<file path="src/rtl/serial_add_ctrl.sv">
// -----------------------------------------------------------------------------
// serial_add_ctrl
//   Bit-serial adder/subtractor. One 1-bit full-adder slice is stepped over
//   WIDTH clock cycles, LSB first, and builds a WIDTH-bit result.
//   Subtraction is done as A + ~B + 1. The control unit uses a
//   start/busy/done handshake. The result flags are registered and change
//   only when an operation completes.
//
// Parameters
//   WIDTH  operand/result width, 2..32
//   CNT_W  bit-counter width, 2**CNT_W must be greater than WIDTH
//
// Ports
//   clk     in   system clock, rising edge
//   rst_n   in   asynchronous active-low reset
//   start   in   request a new operation; sampled only when not busy
//   op_sub  in   0: a+b+ci   1: a-b
//   a, b    in   operands, sampled together with start
//   ci      in   carry-in for add; ignored for subtract
//   busy    out  high while the slice is running
//   done    out  one-cycle pulse when sum/co/ovf are updated
//   sum     out  registered result (modulo 2**WIDTH)
//   co      out  carry out of bit WIDTH-1 (for subtract: 1 = no borrow)
//   ovf     out  signed overflow
// -----------------------------------------------------------------------------
module serial_add_ctrl #(
  parameter int WIDTH = 8,
  parameter int CNT_W = 5
) (
  input  logic             clk,
  input  logic             rst_n,
  input  logic             start,
  input  logic             op_sub,
  input  logic [WIDTH-1:0] a,
  input  logic [WIDTH-1:0] b,
  input  logic             ci,
  output logic             busy,
  output logic             done,
  output logic [WIDTH-1:0] sum,
  output logic             co,
  output logic             ovf
);

  typedef enum logic [1:0] {
    IDLE = 2'd0,
    RUN  = 2'd1,
    DONE = 2'd2
  } state_t;

  state_t             state_q, state_d;
  logic [WIDTH-1:0]   opa_q, opa_d;
  logic [WIDTH-1:0]   opb_q, opb_d;
  logic [WIDTH-1:0]   res_q, res_d;
  logic               carry_q, carry_d;
  logic [CNT_W-1:0]   cnt_q, cnt_d;
  logic               busy_q, busy_d;
  logic               done_q, done_d;
  logic [WIDTH-1:0]   sum_q, sum_d;
  logic               co_q, co_d;
  logic               ovf_q, ovf_d;

  // Full-adder slice. Outside RUN its inputs are forced to 0, so no X from an
  // unloaded operand register can reach the adder.
  logic slice_a, slice_b, slice_ci, slice_so, slice_co;
  logic last_bit;

  assign slice_a  = (state_q == RUN) ? opa_q[0] : 1'b0;
  assign slice_b  = (state_q == RUN) ? opb_q[0] : 1'b0;
  assign slice_ci = (state_q == RUN) ? carry_q  : 1'b0;
  assign slice_so = slice_a ^ slice_b ^ slice_ci;
  assign slice_co = (slice_a & slice_b) | ((slice_a ^ slice_b) & slice_ci);

  // The count already equals WIDTH-1 while the MSB is in the slice.
  // At that point carry_q is the carry entering the MSB.
  assign last_bit = (cnt_q == CNT_W'(WIDTH - 1));

  always_comb begin
    // NOTE: every signal gets a default first. A path that does not assign a
    // signal would then infer a latch, and this prevents that.
    state_d = state_q;
    opa_d   = opa_q;
    opb_d   = opb_q;
    res_d   = res_q;
    carry_d = carry_q;
    cnt_d   = cnt_q;
    busy_d  = busy_q;
    done_d  = 1'b0;
    sum_d   = sum_q;
    co_d    = co_q;
    ovf_d   = ovf_q;

    case (state_q)
      IDLE, DONE: begin
        // DONE takes a new start exactly like IDLE. This gives back-to-back
        // operations with no idle gap.
        state_d = IDLE;
        busy_d  = 1'b0;
        if (start) begin
          opa_d   = a;
          opb_d   = op_sub ? ~b : b;
          carry_d = op_sub ? 1'b1 : ci;
          cnt_d   = '0;
          busy_d  = 1'b1;
          state_d = RUN;
        end
      end

      RUN: begin
        opa_d   = opa_q >> 1;
        opb_d   = opb_q >> 1;
        res_d   = {slice_so, res_q[WIDTH-1:1]};
        carry_d = slice_co;
        cnt_d   = cnt_q + CNT_W'(1);
        if (last_bit) begin
          state_d = DONE;
          busy_d  = 1'b0;
          done_d  = 1'b1;
          sum_d   = {slice_so, res_q[WIDTH-1:1]};
          co_d    = slice_co;
          // Signed overflow is the carry into the MSB XOR the carry out of it.
          ovf_d   = carry_q ^ slice_co;
        end
      end

      default: begin
        state_d = IDLE;
        busy_d  = 1'b0;
      end
    endcase
  end

  // NOTE: every register, including the operand and result shift registers,
  // is cleared by the asynchronous reset. An aborted operation then leaves no
  // stale data behind. These are a few flops, not a RAM, so the reset is cheap.
  always_ff @(posedge clk or negedge rst_n) begin
    if (!rst_n) begin
      state_q <= IDLE;
      opa_q   <= '0;
      opb_q   <= '0;
      res_q   <= '0;
      carry_q <= 1'b0;
      cnt_q   <= '0;
      busy_q  <= 1'b0;
      done_q  <= 1'b0;
      sum_q   <= '0;
      co_q    <= 1'b0;
      ovf_q   <= 1'b0;
    end else begin
      // NOTE: non-blocking assignments. All flops sample their _d values from
      // the same edge, whatever order the statements are written in.
      state_q <= state_d;
      opa_q   <= opa_d;
      opb_q   <= opb_d;
      res_q   <= res_d;
      carry_q <= carry_d;
      cnt_q   <= cnt_d;
      busy_q  <= busy_d;
      done_q  <= done_d;
      sum_q   <= sum_d;
      co_q    <= co_d;
      ovf_q   <= ovf_d;
    end
  end

  assign busy = busy_q;
  assign done = done_q;
  assign sum  = sum_q;
  assign co   = co_q;
  assign ovf  = ovf_q;

endmodule

</file>
<file path="config.mk">
export PLATFORM = sky130hd
export DESIGN_NAME = serial_add_ctrl
export DESIGN_NICKNAME = d
export VERILOG_FILES = /design/src/rtl/serial_add_ctrl.sv
export SDC_FILE = /design/constraint.sdc
export NUM_CORES = 1
export LEC_CHECK = 0
export BUFFER_PORTS_ARGS = -buffer_cell sky130_fd_sc_hd__buf_2
export CORE_UTILIZATION = 50
export CTS_CLUSTER_SIZE = 16
export DETAILED_ROUTE_END_ITERATION = 8
export PLACE_DENSITY = 0.72
export SLEW_MARGIN = 20
export SYNTH_ARGS = -nofsm -noshare
export SYNTH_HDL_FRONTEND = slang
export SYNTH_SLANG_ARGS = --single-unit
</file>
<file path="constraint.sdc">
create_clock -name clk -period 2.9 [get_ports clk]
set_clock_uncertainty 0.05 [all_clocks]
set_input_delay 0.435 -clock clk [delete_from_list [all_inputs] [get_ports clk]]
set_output_delay 0.435 -clock clk [all_outputs]
set_load 0.01 [all_outputs]
</file>
==> flow_summary.ini, run 1 <==
[outcome]
status = complete, but fails checks
violations = design-rule violations

[yosys]
synth-seq-cells = 43
mappedNetlistArea_um2 = 1900
yosysUniqueCellTypes = 29
yosysWarningCount = 0
synth_edf_count = 0
synth_common_cells = dfrtp_1, nand2_1, nor2_1
yosysSeqAreaShare_pct = 56.7
synth_top_area_share_pct = 56.7
async_reset_ff_share_pct = 100
synthTopCellsByArea = dfrtp_1, mux2_4, nand2_1
syn_inst = 163
synth_area_leader_cell = dfrtp_1
syn_area_per_cell_um2 = 11.7
yosysMostFrequentCell = dfrtp_1
synth_top_flop_cell = dfrtp_1
synth.net_count = 186

[pwr]
peakVddDrop_uv = 662
power_mw = 2.23
p_per_area_nw_per_um2 = 1030
p_leak_nw = 1.14

[cts]
clk_pin_slew_ns = 0.08
cts_tree = done
cts_inserted_buffers = 5
postCtsHoldBufs = 0
clk_path_buf_depth = 2
cts.sinks = 43
clk_latency_ns = 0.29
ctsResizeCount = 0
htreeDepth = 2
cts_root_buf = clkbuf_8
post-cts-setup-buffers = 0

[timing]
max_freq_mhz = 509
drv_slew = 0
finalCritPeriodShare_pct = 67.7
relSlewSlack_pct = 39.3
setup_violations = 0
fin_setup_tns_ns = 0
grt_setup_unrepaired = false
finalHoldViolCount = 0
worstMarginPinSlew_ns = 0.910
min_period_ns = 1.96

[finish]
nFillCells = 297
design_area_um2 = 2170
antenna_cells = 0
drive_gt1_share_pct = 27.5
layoutNonFillerInstCount = 241
finalNetCount = 215
final_util_pct = 59.3
seqCellArea_um2 = 1080
multi_input_area_um2 = 754
synthToLayoutAreaGrowth_pct = 14.2

[global_routing]
grt_usage_pct = 17.7
top_usage_layer = met2
grt_overflow = 0
antenna_found_initial = 0
use_met1_pct = 23.3
use_met2_pct = 27.7
first_global_vias = 1252
grt_pass1_wl_mm = 5.51
met3_usage_pct = 4.35
grt_max_degree = 44

[worst_setup_path]
cp-start-kind = flop
path_class = reg2reg
crit_start = state_q[0]
required_ns = 3.03
end_kind = flop
r2r-end = ovf
timing.rr.start = state_q[0]
rrSetupSlack_ns = 0.94
crit_fanout = 31
endpoint = ovf
critical_path_arrival_ns = 2.09
ff2ff_path_depth = 5

[detailed_routing]
drtIter0Drc = 79
drt-pass1-iter-count = 6
routed_wl_mm = 3.11
viasPerCell = 5.24
route.detailed.drc = 1
ant_nets = 0
vias = 1264
post_drt_wl_per_cell_um = 12.9

[floorplanning]
initial_core_util_pct = 51.9
io_pins = 33
coreArea_um2 = 3660
die_y_um = 63.6
die_area_um2 = 4050
rows = 22
die_w_um = 63.6

[place]
io_buffer_count = 32
placed_cells = 233
dpl_cell_area_um2 = 2070
place_hpwl_mm = 2.12
gp_congestion = 0.772

[job]
drv_cap = 0

[worst_hold_path]
worstHoldPathType = in2async
## sequential cells by signal, indices dropped and copies added (netlist names)
name	cells
opb_q	8
co	1
sum	8
res_q	7
ovf	1
opa_q	8
state_q	2
carry_q	1
busy	1
done	1
cnt_q	5
## how the worst min path moves through the flow
stage          startpoint        to  slack, ns
3_5_place_dp     cnt_q[4]  cnt_q[4]       0.42
4_1_cts             rst_n    sum[2]       0.27
5_1_grt             rst_n  res_q[3]       0.31
6_report            rst_n  res_q[1]       0.22
2_1_floorplan       rst_n      busy       0.09
3_3_place_gp     cnt_q[4]  cnt_q[4]       0.40
## kinds of logic after synthesis
group           after synthesis  share of synthesized area, %
simple gates                 60                          15.0
flops                        43                          56.7
compound gates               22                          9.75
buf+inv                      14                          3.62
mux                          13                          9.09
xor+xnor                      9                          4.15
fa+ha+maj                     2                          1.71
## report_power, final
part	switching (mW)	internal (mW)
Sequential	0.154	0.854
Clock	0.190	0.217
Combinational	0.421	0.395
Total	0.766	1.47
## cell type report
class	instances	share of cell area (%)
sequential	43	49.6
multi-input combinational	106	34.8
timing repair buffer	33	7.73
clock buffer	8	4.61
tap	48	2.77
inverter	3	0.519
## layer usage
layer | share of wire, % | vias up | routed length [um]
met5 | 0 | - | 0
met4 | 1.3 | 0 | 41
met3 | 3.0 | 5 | 92
met2 | 49 | 24 | 1530
met1 | 46 | 622 | 1440
li1 | - | 613 | -
## stage by stage
stage	worst slack, ns	hold WS [ns]
finish	0.937	0.218
detailed placement	0.947	0.420
global route	0.860	0.306
CTS	0.938	0.267
global placement	0.980	0.402
floorplan	0.809	0.0894
## layout by cell type (no fill, tap or decap), drive strengths merged
cell type  count
fa             1
buf           33
inv            3
o21ai          2
xor2           2
and2           3
clkbuf         8
o31ai          1
nand4          2
nand3          8
and4bb         1
mux2          10
ha             1
nand2b         2
nor2b          1
nand2         31
mux2i          3
dfrtp         43
a22o           4
a22oi          7
nor2          10
xnor2          7
and2b          2
a221o          8
## worst max-delay path: stages, from the launching register on
cell and delay [ns]:
dfrtp_1 0.40, and2b_4 0.28, and2_1 0.21, fa_1 0.47, xor2_1 0.16, mux2_4 0.26
Note: power is estimated with default switching activity, not from simulation.
==> inputs of run 2 (changes only) <==
==> constraint.sdc (replaced) <==
create_clock -name clk -period 1.94 [get_ports clk]
set_clock_uncertainty 0.05 [all_clocks]
set_input_delay 0.291 -clock clk [delete_from_list [all_inputs] [get_ports clk]]
set_output_delay 0.291 -clock clk [all_outputs]
set_load 0.01 [all_outputs]
==> run 2 against run 1 <==
  * The flow now finishes without violations
  * Cell count is 2.1% higher
  * Critical path type unchanged
  * Cell area is 2.0% higher
  * Global-route usage is 1.6 points higher
  * Highest routed layer unchanged
  * Largest power group unchanged
  * Sequential share of layout area is 0.95 points lower
  * Flip-flop and latch count stayed put
  * Critical path depth stayed put
  * Combinational power is 61% higher
  * Die area stayed put
  * Via count is 3.6% higher
==> flow_summary.ini, run 2 (synthesis results as in run 1) <==
[worst_setup_path]
path_class = reg2reg
timing.rr.start = state_q[0]
r2r-end = ovf
critical_path_arrival_ns = 1.92
rrSetupSlack_ns = 0.15
end_kind = flop
crit_fanout = 12
endpoint = ovf
ff2ff_path_depth = 5
crit_start = state_q[0]
required_ns = 2.07
cp-start-kind = flop

[detailed_routing]
topRoutingLayerUsed = met4
wl_met2_mm = 1.63
m1WireLength_mm = 1.53
viasPerCell = 5.32
route.detailed.drc = 0
route.met3.wl_um = 137
vias = 1309
routed_wl_mm = 3.36
ant_nets = 0
drtIter0Drc = 83
post_drt_wl_per_cell_um = 13.6
drt-pass1-iter-count = 4

[finish]
design_area_um2 = 2210
drive_gt1_share_pct = 30.3
final_common_cell = dfrtp_1
final_util_pct = 60.4
mostFrequentLayoutCells = dfrtp_1, buf_2, nand2_1, nor2_1
antenna_cells = 0
finalNetCount = 220
synthToLayoutAreaGrowth_pct = 16.5

[timing]
worstMarginPinSlew_ns = 0.518
finalCritPeriodShare_pct = 92.2
finalHoldViolCount = 0
relSlewSlack_pct = 65.4
fin_setup_tns_ns = 0
drv_slew = 0
max_freq_mhz = 559
fin_ws_ns = 0.152
min_period_ns = 1.79
grt_setup_unrepaired = false
setup_violations = 0

[worst_hold_path]
worstHoldPathType = in2async

[pwr]
peakVddDrop_uv = 699
p_seq_share_pct = 44.0
switchingPower_mw = 1.19
p_leak_nw = 1.17
power_mw = 3.44
p_sw_share_pct = 34.5
p_per_area_nw_per_um2 = 1550
pwr-share-clk_pct = 18.0
pwr-share-comb_pct = 38.0
p_int_mw = 2.25

[cts]
htreeDepth = 2
ctsResizeCount = 0
post-cts-setup-buffers = 0
cts_tree = done
cts_inserted_buffers = 5
clk_path_buf_depth = 2
postCtsHoldBufs = 0
clk_pin_slew_ns = 0.08
cts.sinks = 43
cts_root_buf = clkbuf_8
clk_latency_ns = 0.30

[outcome]
status = complete, no violations

[global_routing]
grt_pass1_wl_mm = 5.80
grt_overflow = 0
grt_usage_pct = 19.3
grt_max_degree = 44
first_global_vias = 1233
antenna_found_initial = 0

[floorplanning]
initial_core_util_pct = 51.9
coreArea_um2 = 3660
die_w_um = 63.6
rows = 22
io_pins = 33
die_area_um2 = 4050
die_y_um = 63.6

[job]
drv_cap = 0

[place]
io_buffer_count = 32
dpl_cell_area_um2 = 2110
place_hpwl_mm = 2.28
gp_congestion = 0.687
place_ws_ns = 0.163
[run 2: critical path: stages (launching register included)]
cell and delay [ns]:
dfrtp_1 0.41, and2b_4 0.22, and2_4 0.17, fa_2 0.41, xor2_1 0.16, mux2_4 0.26
[run 2: worst min path at each step]
stage / startpoint / end / slack [ns] / cells past startpoint
floorplan: rst_n / busy / -0.05 / 0
global placement: rst_n / sum[1] / 0.33 / 2
detailed placement: rst_n / sum[2] / 0.34 / 2
CTS: rst_n / carry_q / 0.01 / 2
global route: rst_n / res_q[3] / 0.05 / 2
finish: rst_n / sum[1] / 0.003 / 2
[run 2: metrics by stage]
stage / std cells / hold slack [ns]
6_report: 246 / 0.00286
3_5_place_dp: 238 / 0.340
4_1_cts: 246 / 0.0148
2_1_floorplan: 163 / -0.0546
3_3_place_gp: 238 / 0.334
5_1_grt: 246 / 0.0487
[run 2: final cells by class]
type	count	area [um^2]
clock buffers	8	100
repair buffers	38	205
well taps	48	60.1
flip-flops and latches	43	1080
multi-input cells	106	759
inverters	3	11.3
fillers	307	1450
[run 2: layer usage]
metal	vias up	global-route usage, %
met5	-	0
met1	641	24.4
met2	37	30.6
li1	625	-
met3	6	5.98
met4	0	7.95
[run 2: power by group through the flow]
stage	Combinational [mW]	Clock, mW	Sequential [mW]
after global routing	1.45	0.675	1.56
after detailed placement	1.32	0	1.52
after global placement	1.26	0	1.50
after CTS	1.32	0.644	1.51
final	1.31	0.619	1.51
after floorplan	0.992	0	1.52
